<file path="src/rtl/fifo_ctrl.sv">
// Pointer, arbitration and status control for a 2^ADDR_W-entry synchronous FIFO.
// Two producers share the RAM write port round-robin; one consumer reads.
module fifo_ctrl #(
  parameter int ADDR_W    = 8,
  parameter int AFULL_TH  = 240,
  parameter int AEMPTY_TH = 16
) (
  input  logic              CLK,
  input  logic              RST,
  input  logic              FLUSH,
  input  logic              WR_REQ0,
  input  logic              WR_REQ1,
  output logic              WR_GNT0,
  output logic              WR_GNT1,
  output logic              WR_SEL,
  input  logic              RD_EN,
  output logic              MEM_WE,
  output logic              MEM_RE,
  output logic [ADDR_W-1:0] WR_ADDR,
  output logic [ADDR_W-1:0] RD_ADDR,
  output logic              RD_VALID,
  output logic              Full,
  output logic              Empty,
  output logic              AFull,
  output logic              AEmpty,
  output logic [ADDR_W:0]   Count,
  output logic              UDF,
  input  logic              CLR_ERR
);

  localparam int PW = ADDR_W + 1;

  typedef enum logic {
    PRI_REQ0 = 1'b0,
    PRI_REQ1 = 1'b1
  } pri_t;

  pri_t          pri_q, pri_d;
  logic [PW-1:0] wr_ptr, rd_ptr, wr_ptr_d, rd_ptr_d;
  logic          rd_valid_q, rd_valid_d;
  logic          udf_q, udf_d;
  logic          wr_ok;

  always_comb begin
    Empty   = (wr_ptr == rd_ptr);
    Full    = (wr_ptr[ADDR_W] != rd_ptr[ADDR_W]) &&
              (wr_ptr[ADDR_W-1:0] == rd_ptr[ADDR_W-1:0]);
    Count   = wr_ptr - rd_ptr;
    AFull   = (Count >= PW'(AFULL_TH));
    AEmpty  = (Count <= PW'(AEMPTY_TH));
    WR_ADDR = wr_ptr[ADDR_W-1:0];
    RD_ADDR = rd_ptr[ADDR_W-1:0];
  end

  // Requests are masked while reset is held so outputs show idle immediately.
  always_comb begin
    wr_ok   = RST && !Full && !FLUSH;
    WR_GNT0 = wr_ok && WR_REQ0 && (!WR_REQ1 || (pri_q == PRI_REQ0));
    WR_GNT1 = wr_ok && WR_REQ1 && (!WR_REQ0 || (pri_q == PRI_REQ1));
    WR_SEL  = WR_GNT1;
    MEM_WE  = WR_GNT0 || WR_GNT1;
    MEM_RE  = RST && RD_EN && !Empty && !FLUSH;
  end

  always_comb begin
    pri_d      = pri_q;
    wr_ptr_d   = wr_ptr;
    rd_ptr_d   = rd_ptr;
    rd_valid_d = 1'b0;
    udf_d      = (udf_q && !CLR_ERR) || (RD_EN && Empty);
    if (FLUSH) begin
      pri_d    = PRI_REQ0;
      wr_ptr_d = '0;
      rd_ptr_d = '0;
    end else begin
      if (WR_GNT0)
        pri_d = PRI_REQ1;
      else if (WR_GNT1)
        pri_d = PRI_REQ0;
      if (MEM_WE)
        wr_ptr_d = wr_ptr + PW'(1);
      if (MEM_RE)
        rd_ptr_d = rd_ptr + PW'(1);
      rd_valid_d = MEM_RE;
    end
  end

  always_ff @(posedge CLK or negedge RST) begin
    if (!RST) begin
      pri_q      <= PRI_REQ0;
      wr_ptr     <= '0;
      rd_ptr     <= '0;
      rd_valid_q <= 1'b0;
      udf_q      <= 1'b0;
    end else begin
      pri_q      <= pri_d;
      wr_ptr     <= wr_ptr_d;
      rd_ptr     <= rd_ptr_d;
      rd_valid_q <= rd_valid_d;
      udf_q      <= udf_d;
    end
  end

  assign RD_VALID = rd_valid_q;
  assign UDF      = udf_q;

endmodule

</file>
<file path="config.mk">
export PLATFORM = sky130hd
export DESIGN_NAME = fifo_ctrl
export DESIGN_NICKNAME = d
export VERILOG_FILES = /design/src/rtl/fifo_ctrl.sv
export SDC_FILE = /design/constraint.sdc
export NUM_CORES = 1
export LEC_CHECK = 0
export BUFFER_PORTS_ARGS = -buffer_cell sky130_fd_sc_hd__buf_2
export CORE_UTILIZATION = 57
export CTS_CLUSTER_SIZE = 25
export DETAILED_ROUTE_END_ITERATION = 12
export PLACE_DENSITY = 0.85
export SYNTH_ARGS = -nofsm -noshare
export SYNTH_HDL_FRONTEND = slang
export SYNTH_SLANG_ARGS = --single-unit
</file>
<file path="constraint.sdc">
create_clock -name CLK -period 4.3 [get_ports CLK]
set_input_delay 0.215 -clock CLK [delete_from_list [all_inputs] [get_ports CLK]]
set_output_delay 0.215 -clock CLK [all_outputs]
set_load 0.01 [all_outputs]
</file>
==> flow_summary.json, run 1 <==
{
  "dp_hpwl_mm": 2.53,
  "antenna_left": 0,
  "netSwitchingFraction": 0.333,
  "syn-num-nets": 207,
  "core_um2": 2760,
  "io_buffers": 42,
  "max_freq_ghz": 0.332,
  "crit_type": "flop to primary output",
  "io_pins": 43,
  "hold_class": "input port to flop",
  "die-area_um2": 3130,
  "mostFrequentLayoutCells": "42 x buf_2, 22 x nor2_1, 21 x dfrtp_1",
  "cp.required_ns": 4.09,
  "fin_crit_ns": 3.01,
  "postSynthCellCount": 189,
  "ys_types": 39,
  "dr.pass1.iters": 4,
  "cts_tree": "done",
  "yosys.area.top_type": "dfrtp_1",
  "final-hold-violation-count": 0,
  "startpoint_type": "flop",
  "synth-edff-count": 0,
  "drtIter0Drc": 26,
  "synth_area_um2": 1660,
  "syn_to_final_growth_pct": 8.45,
  "setup_tns_ns": 0,
  "clk_pin_slew_ns": 0.13,
  "clock_latency_ns": 0.32,
  "setup_viol": 0,
  "tightestPinTransition_ns": 0.519,
  "p_seq_frac": 0.475,
  "root_buffer": "clkbuf_4",
  "yosysTopAreaCellShare": 0.317,
  "synthesis.area_per_instance_um2": 8.77,
  "start_util": 0.601,
  "power.density_nw_per_um2": 245,
  "clockPowerShare": 0.229,
  "slew_headroom": 0.654,
  "drc": 0,
  "cts_htree_levels": 1,
  "rsz0062_at_grt": "no",
  "vdd_drop_max_mv": 0.189,
  "cp_max_fo": 5,
  "status": "completed",
  "whs_ns": 0.0550,
  "final_common_cell": "buf_2",
  "gr-total-overflow": 0,
  "cts_buffers": 3,
  "ys_ff_latch": 21,
  "grt_pass1_vias": 1277,
  "dieHeight_um": 55.9,
  "worst-endpoint-arrival_ns": 2.80,
  "synthFlopType": "dfrtp_1",
  "cts_sinks": 21,
  "layout.nets": 235,
  "grt_pass1_wl_mm": 5.75,
  "via_per_inst": 5.59,
  "gp_congestion": 0.863,
  "grtUsageTotal": 0.232,
  "row_count": 19,
  "drt-total-wl_mm": 3.28,
  "synth.area.top_cells": "dfrtp_1 32%, xnor2_1 9.0%, buf_4 7.7%, ha_1 7.5%, nor2_1 5.0%",
  "vias": 1380,
  "power_frac_comb": 0.295,
  "synth-async-reset-ratio": 1.00,
  "cts_max_path_buffers": 2,
  "period_share": 0.700,
  "end_kind": "primary output",
  "synth_seq_area_share": 0.317,
  "drive_gt1_frac": 0.236,
  "cts_setup_buffers": 0,
  "p_leak_uw": 0.000951,
  "chipWidth_um": 55.9,
  "switchingPower_uw": 147,
  "clock_skew_ns": 0.00694,
  "diodes": 0,
  "p_int_uw": 294,
  "drv_cap": 0,
  "grt_max_degree": 25,
  "final_max_slew_viol_count": 0,
  "wl_per_cell_um": 13.3,
  "antenna_found_initial": 0,
  "synth-warning-count": 0
}
-- registers in the layout, indices dropped and copies added, names as in the netlist --
| name | flops |
|---|---|
| UDF | 1 |
| RD_VALID | 1 |
| rd_ptr | 9 |
| pri_q | 1 |
| wr_ptr | 9 |
-- critical path, cell delays in order, from the launching register on --
cell and delay (ns):
dfrtp_1 0.45, inv_1 0.10, ha_1 0.16, inv_1 0.05
fa_1 0.40, a21oi_1 0.21, o21bai_1 0.13, a221o_1 0.34
xnor2_1 0.16, nor4b_1 0.30, buf_2 0.17
-- power by group through the flow --
stage               clock (uW)  sequential (uW)  combinational [uW]
floorplan                    0              214                88.2
global placement             0              213                 129
detailed placement           0              213                 130
CTS                        105              210                 131
global route               109              211                 147
finish                     101              210                 130
-- kinds of logic (layout without fill, tap and decap cells) --
kind of cell	Yosys count	in the layout	synth area share
multiplexers	1	1	0.00604
AO/OA/AOI/OAI	25	25	0.123
buffers and inverters	38	65	0.129
flip-flops	21	21	0.317
adder cells (fa/ha/maj)	11	11	0.0875
AND/OR/NAND/NOR	70	70	0.216
XOR/XNOR	23	23	0.122
-- Yosys cell counts (2+ instances only) --
master,count
o21bai_1,2
nand2_1,12
nand3b_1,2
ha_1,10
a21oi_1,6
dfrtp_1,21
nand3_1,5
and3_1,4
xor2_1,6
nand4_1,7
nand2b_1,4
buf_4,17
inv_1,17
clkbuf_1,2
a21o_1,2
or3_1,3
nor2_1,22
and4_1,2
xnor2_1,17
o211ai_1,2
nor3_1,5
o21ai_0,4
-- per-stage QoR --
stage	setup slack, ns	area, um^2	utilization	cells	power [uW]
after CTS	1.29	1800	0.652	247	446
after global routing	1.07	1800	0.652	247	467
after detailed placement	1.68	1760	0.638	242	344
final	1.29	1800	0.652	247	441
after global placement	1.78	1760	0.638	242	342
after floorplan	1.72	1660	-	189	302
-- final timing paths --
check                               start         to  slack, ns  cells past startpoint
worst min register to register        UDF        UDF       0.54                      2
worst min-delay path              CLR_ERR        UDF       0.06                      2
max in group asynchronous             RST      pri_q       3.57                      2
worst max-delay path            wr_ptr[0]     AEmpty       1.29                     10
min in group asynchronous             RST  rd_ptr[7]       0.38                      2
worst max register to register  rd_ptr[2]  wr_ptr[5]       2.02                      7
-- repair_timing --
action / 4_1_cts / 5_1_grt
endpoints found under the setup margin: 0 / 0
hold endpoints to repair: 21 / 0
gates resized for setup: 0 / 0
hold buffers: 1 / 0
-- per-layer routing --
metal	wire (um)	GRT usage	vias up
met5	0	0	-
met4	37	0.0627	0
met1	1540	0.306	651
li1	-	-	685
met3	139	0.0372	5
met2	1560	0.398	39
-- cell type report --
class / instances / area, um^2
inverters: 18 / 67.6
clock inverters: 1 / 5.00
flip-flops and latches: 21 / 526
clock buffers: 3 / 22.5
well taps: 31 / 38.8
repair buffers: 43 / 220
multi-input cells: 130 / 918
fillers: 239 / 960
Power figures use the tool's default switching activity.
==> run 2: changes to the inputs <==
--- a/config.mk
+++ b/config.mk
@@ -5,11 +5,12 @@
 export SDC_FILE = /design/constraint.sdc
 export NUM_CORES = 1
 export LEC_CHECK = 0
+export ABC_AREA = 1
 export BUFFER_PORTS_ARGS = -buffer_cell sky130_fd_sc_hd__buf_2
-export CORE_UTILIZATION = 57
+export CORE_UTILIZATION = 49
 export CTS_CLUSTER_SIZE = 25
 export DETAILED_ROUTE_END_ITERATION = 12
-export PLACE_DENSITY = 0.85
+export PLACE_DENSITY = 0.76
 export SYNTH_ARGS = -nofsm -noshare
 export SYNTH_HDL_FRONTEND = slang
 export SYNTH_SLANG_ARGS = --single-unit
==> constraint.sdc (replaced) <==
create_clock -name CLK -period 2.7 [get_ports CLK]
set_input_delay 0.135 -clock CLK [delete_from_list [all_inputs] [get_ports CLK]]
set_output_delay 0.135 -clock CLK [all_outputs]
set_load 0.01 [all_outputs]
==> run 2 against run 1 <==
Effect of this change: sequential share of layout area down 3.8 points; sequential cell count unchanged; utilization down 8.7 points; non-clock buffer count up 1; design area up 15%; global-route usage down 2.2 points; clock skew down 0.0043 ns; synthesized cell count up 44%; largest cell class unchanged.
==> flow_summary.json, run 2 <==
{
  "status": "completed",
  "drv_cap": 0,
  "cts_resized": 0,
  "clock_latency_ns": 0.25,
  "syn-num-nets": 291,
  "final_max_slew_viol_count": 0,
  "setup_viol": 0,
  "netSwitchingFraction": 0.316,
  "p_seq_frac": 0.446,
  "clk_pin_slew_ns": 0.07,
  "gr-total-overflow": 0,
  "end_kind": "primary output",
  "yosys.area.top_type": "dfrtp_1",
  "drc": 0,
  "path_cells": "inv_1 -> ha_1 -> inv_1 -> fa_1 -> or2_2 -> nor2_1 -> nand3_1 -> nand2_1 -> nand3_1 -> nor2_1 -> buf_2",
  "vdd_drop_max_mv": 0.211,
  "final_common_cell": "nand2_1",
  "mostFrequentLayoutCells": "76 x nand2_1, 43 x inv_1, 42 x buf_2",
  "drt-total-wl_mm": 3.90,
  "crit_type": "flop to primary output",
  "cts_buffers": 3,
  "dp_hpwl_mm": 3.13,
  "cp.required_ns": 2.57,
  "hold_class": "input port to flop",
  "dieHeight_um": 63.8,
  "power_frac_comb": 0.287,
  "wl_per_cell_um": 11.1,
  "die-area_um2": 4070,
  "syn_to_final_growth_pct": 10.5,
  "cp_slowest_cell": "fa_1",
  "final-hold-violation-count": 0,
  "cts_tree": "done",
  "row_count": 22,
  "grt_pass1_wl_mm": 6.87,
  "synth_area_um2": 1870,
  "gp_congestion": 0.856,
  "cts_sinks": 21,
  "setup_tns_ns": 0,
  "synthesis.area_per_instance_um2": 6.86,
  "cp_num_buf_inv": 3,
  "via_per_inst": 4.90,
  "slowest_delay_ns": 0.42,
  "ys_types": 32,
  "io_buffers": 42,
  "chipWidth_um": 63.8,
  "synth_seq_area_share": 0.281,
  "power.density_nw_per_um2": 360,
  "dr.pass1.iters": 4,
  "fin_crit_ns": 2.43,
  "io_pins": 43,
  "antenna_found_initial": 0,
  "ys_ff_latch": 21,
  "startpoint_type": "flop",
  "cp_max_fo": 4,
  "synth.area.top_cells": "dfrtp_1 28%, nand2_1 15%, inv_1 8.6%, nand3_1 8.0%, buf_4 6.8%",
  "period_share": 0.900,
  "antenna_left": 0,
  "synth-async-reset-ratio": 1.00,
  "worst-endpoint-arrival_ns": 2.29,
  "placed_area_um2": 2010,
  "fin_area_um2": 2070,
  "p_int_uw": 510,
  "synth-edff-count": 0,
  "clock_skew_ns": 0.00268,
  "grt_max_degree": 23,
  "vias": 1714,
  "slew_headroom": 0.543,
  "reg_top3": "rd_ptr (9), wr_ptr (9)",
  "drtIter0Drc": 65,
  "synth-warning-count": 0,
  "yosysMostFrequentCell": "nand2_1",
  "switchingPower_uw": 235,
  "diodes": 0,
  "rsz0062_at_grt": "no",
  "core_um2": 3660,
  "max_freq_ghz": 0.412,
  "yosysTopAreaCellShare": 0.281,
  "layout.nets": 321,
  "drive_gt1_frac": 0.199,
  "grt_pass1_vias": 1618,
  "start_util": 0.511,
  "crit_family": "simple AND/OR/NAND/NOR gates",
  "cts_htree_levels": 1,
  "synth_common_cells": "76 x nand2_1, 43 x inv_1, 30 x nand3_1",
  "clockPowerShare": 0.267,
  "synthFlopType": "dfrtp_1",
  "root_buffer": "clkbuf_8",
  "postSynthCellCount": 273,
  "grtUsageTotal": 0.209,
  "tightestPinTransition_ns": 0.684,
  "p_leak_uw": 0.00131,
  "cts_max_path_buffers": 2
}
run 2: cell count changes after synthesis, moves of 3 or more:
cell	previous run	this run
o21ai_1	1	4
nand2_1	12	76
and3_1	4	0
inv_1	17	43
nand3_1	5	30
nand2b_1	4	0
or3_1	3	0
xnor2_1	17	2
xor2_1	6	9
run 2: layout make-up:
type                            count  area [um^2]
Multi-Input combinational cell    188         1040
Tap cell                           48         60.1
Timing Repair Buffer               44          228
Fill cell                         377         1590
Inverter                           45          171
Sequential cell                    21          526
Clock buffer                        4         45.0
run 2: kinds of logic after synthesis:
kind of cell / after synthesis / share of synthesized area
XOR/XNOR: 11 / 0.0515
AO/OA/AOI/OAI: 20 / 0.0729
AND/OR/NAND/NOR: 146 / 0.353
buffers and inverters: 64 / 0.164
flip-flops: 21 / 0.281
adder cells (fa/ha/maj): 11 / 0.0775
run 2: path summary, 6_finish.rpt:
path | slack (ns) | startpoint | endpoint | cells after the start
max reg2reg | 0.69 | rd_ptr[4] | wr_ptr[4] | 9
max | 0.27 | wr_ptr[0] | AEmpty | 11
max in group asynchronous | 2.07 | RST | rd_ptr[0] | 3
min | 0.07 | CLR_ERR | UDF | 2
min in group asynchronous | 0.40 | RST | pri_q | 3
min reg2reg | 0.53 | pri_q | pri_q | 2
run 2: power by group through the flow:
stage / Clock (uW) / Sequential, uW / Combinational (uW)
4_1_cts: 210 / 332 / 218
5_1_grt: 223 / 333 / 243
3_5_place_dp: 0 / 338 / 216
2_1_floorplan: 0 / 339 / 145
3_3_place_gp: 0 / 337 / 213
6_report: 199 / 332 / 214
run 2: what timing repair did:
action	in CTS	in global routing
hold endpoints to repair	21	0
setup buffers	0	0
hold buffers	1	0
run 2: worst register-to-register path: cells and delay by family, from the launching register on:
kind	cells	cell delay, ns
DFF	1	0.45
buffers and inverters	1	0.09
adders and majority gates	1	0.41
and+or+nand+nor	6	0.70
AOI/OAI and AO/OA	1	0.25
run 2: per-stage QoR:
| stage | std cells | power, uW | hold WS, ns | setup slack [ns] | util |
|---|---|---|---|---|---|
| CTS | 350 | 760 | 0.0640 | 0.251 | 0.565 |
| global route | 350 | 799 | 0.0730 | 0.109 | 0.565 |
| global placement | 345 | 550 | 0.142 | 0.619 | 0.550 |
| floorplan | 273 | 484 | -0.161 | 0.633 | - |
| finish | 350 | 745 | 0.0662 | 0.271 | 0.565 |
| detailed placement | 345 | 554 | 0.145 | 0.552 | 0.550 |
run 2: layer usage:
layer	vias to the layer above	wire length, um	share of wire	track usage
met5	-	0	0	0
met4	0	20	0.0051	0.0568
met3	2	158	0.041	0.0179
met2	36	1990	0.51	0.379
met1	771	1730	0.44	0.264
li1	905	-	-	-
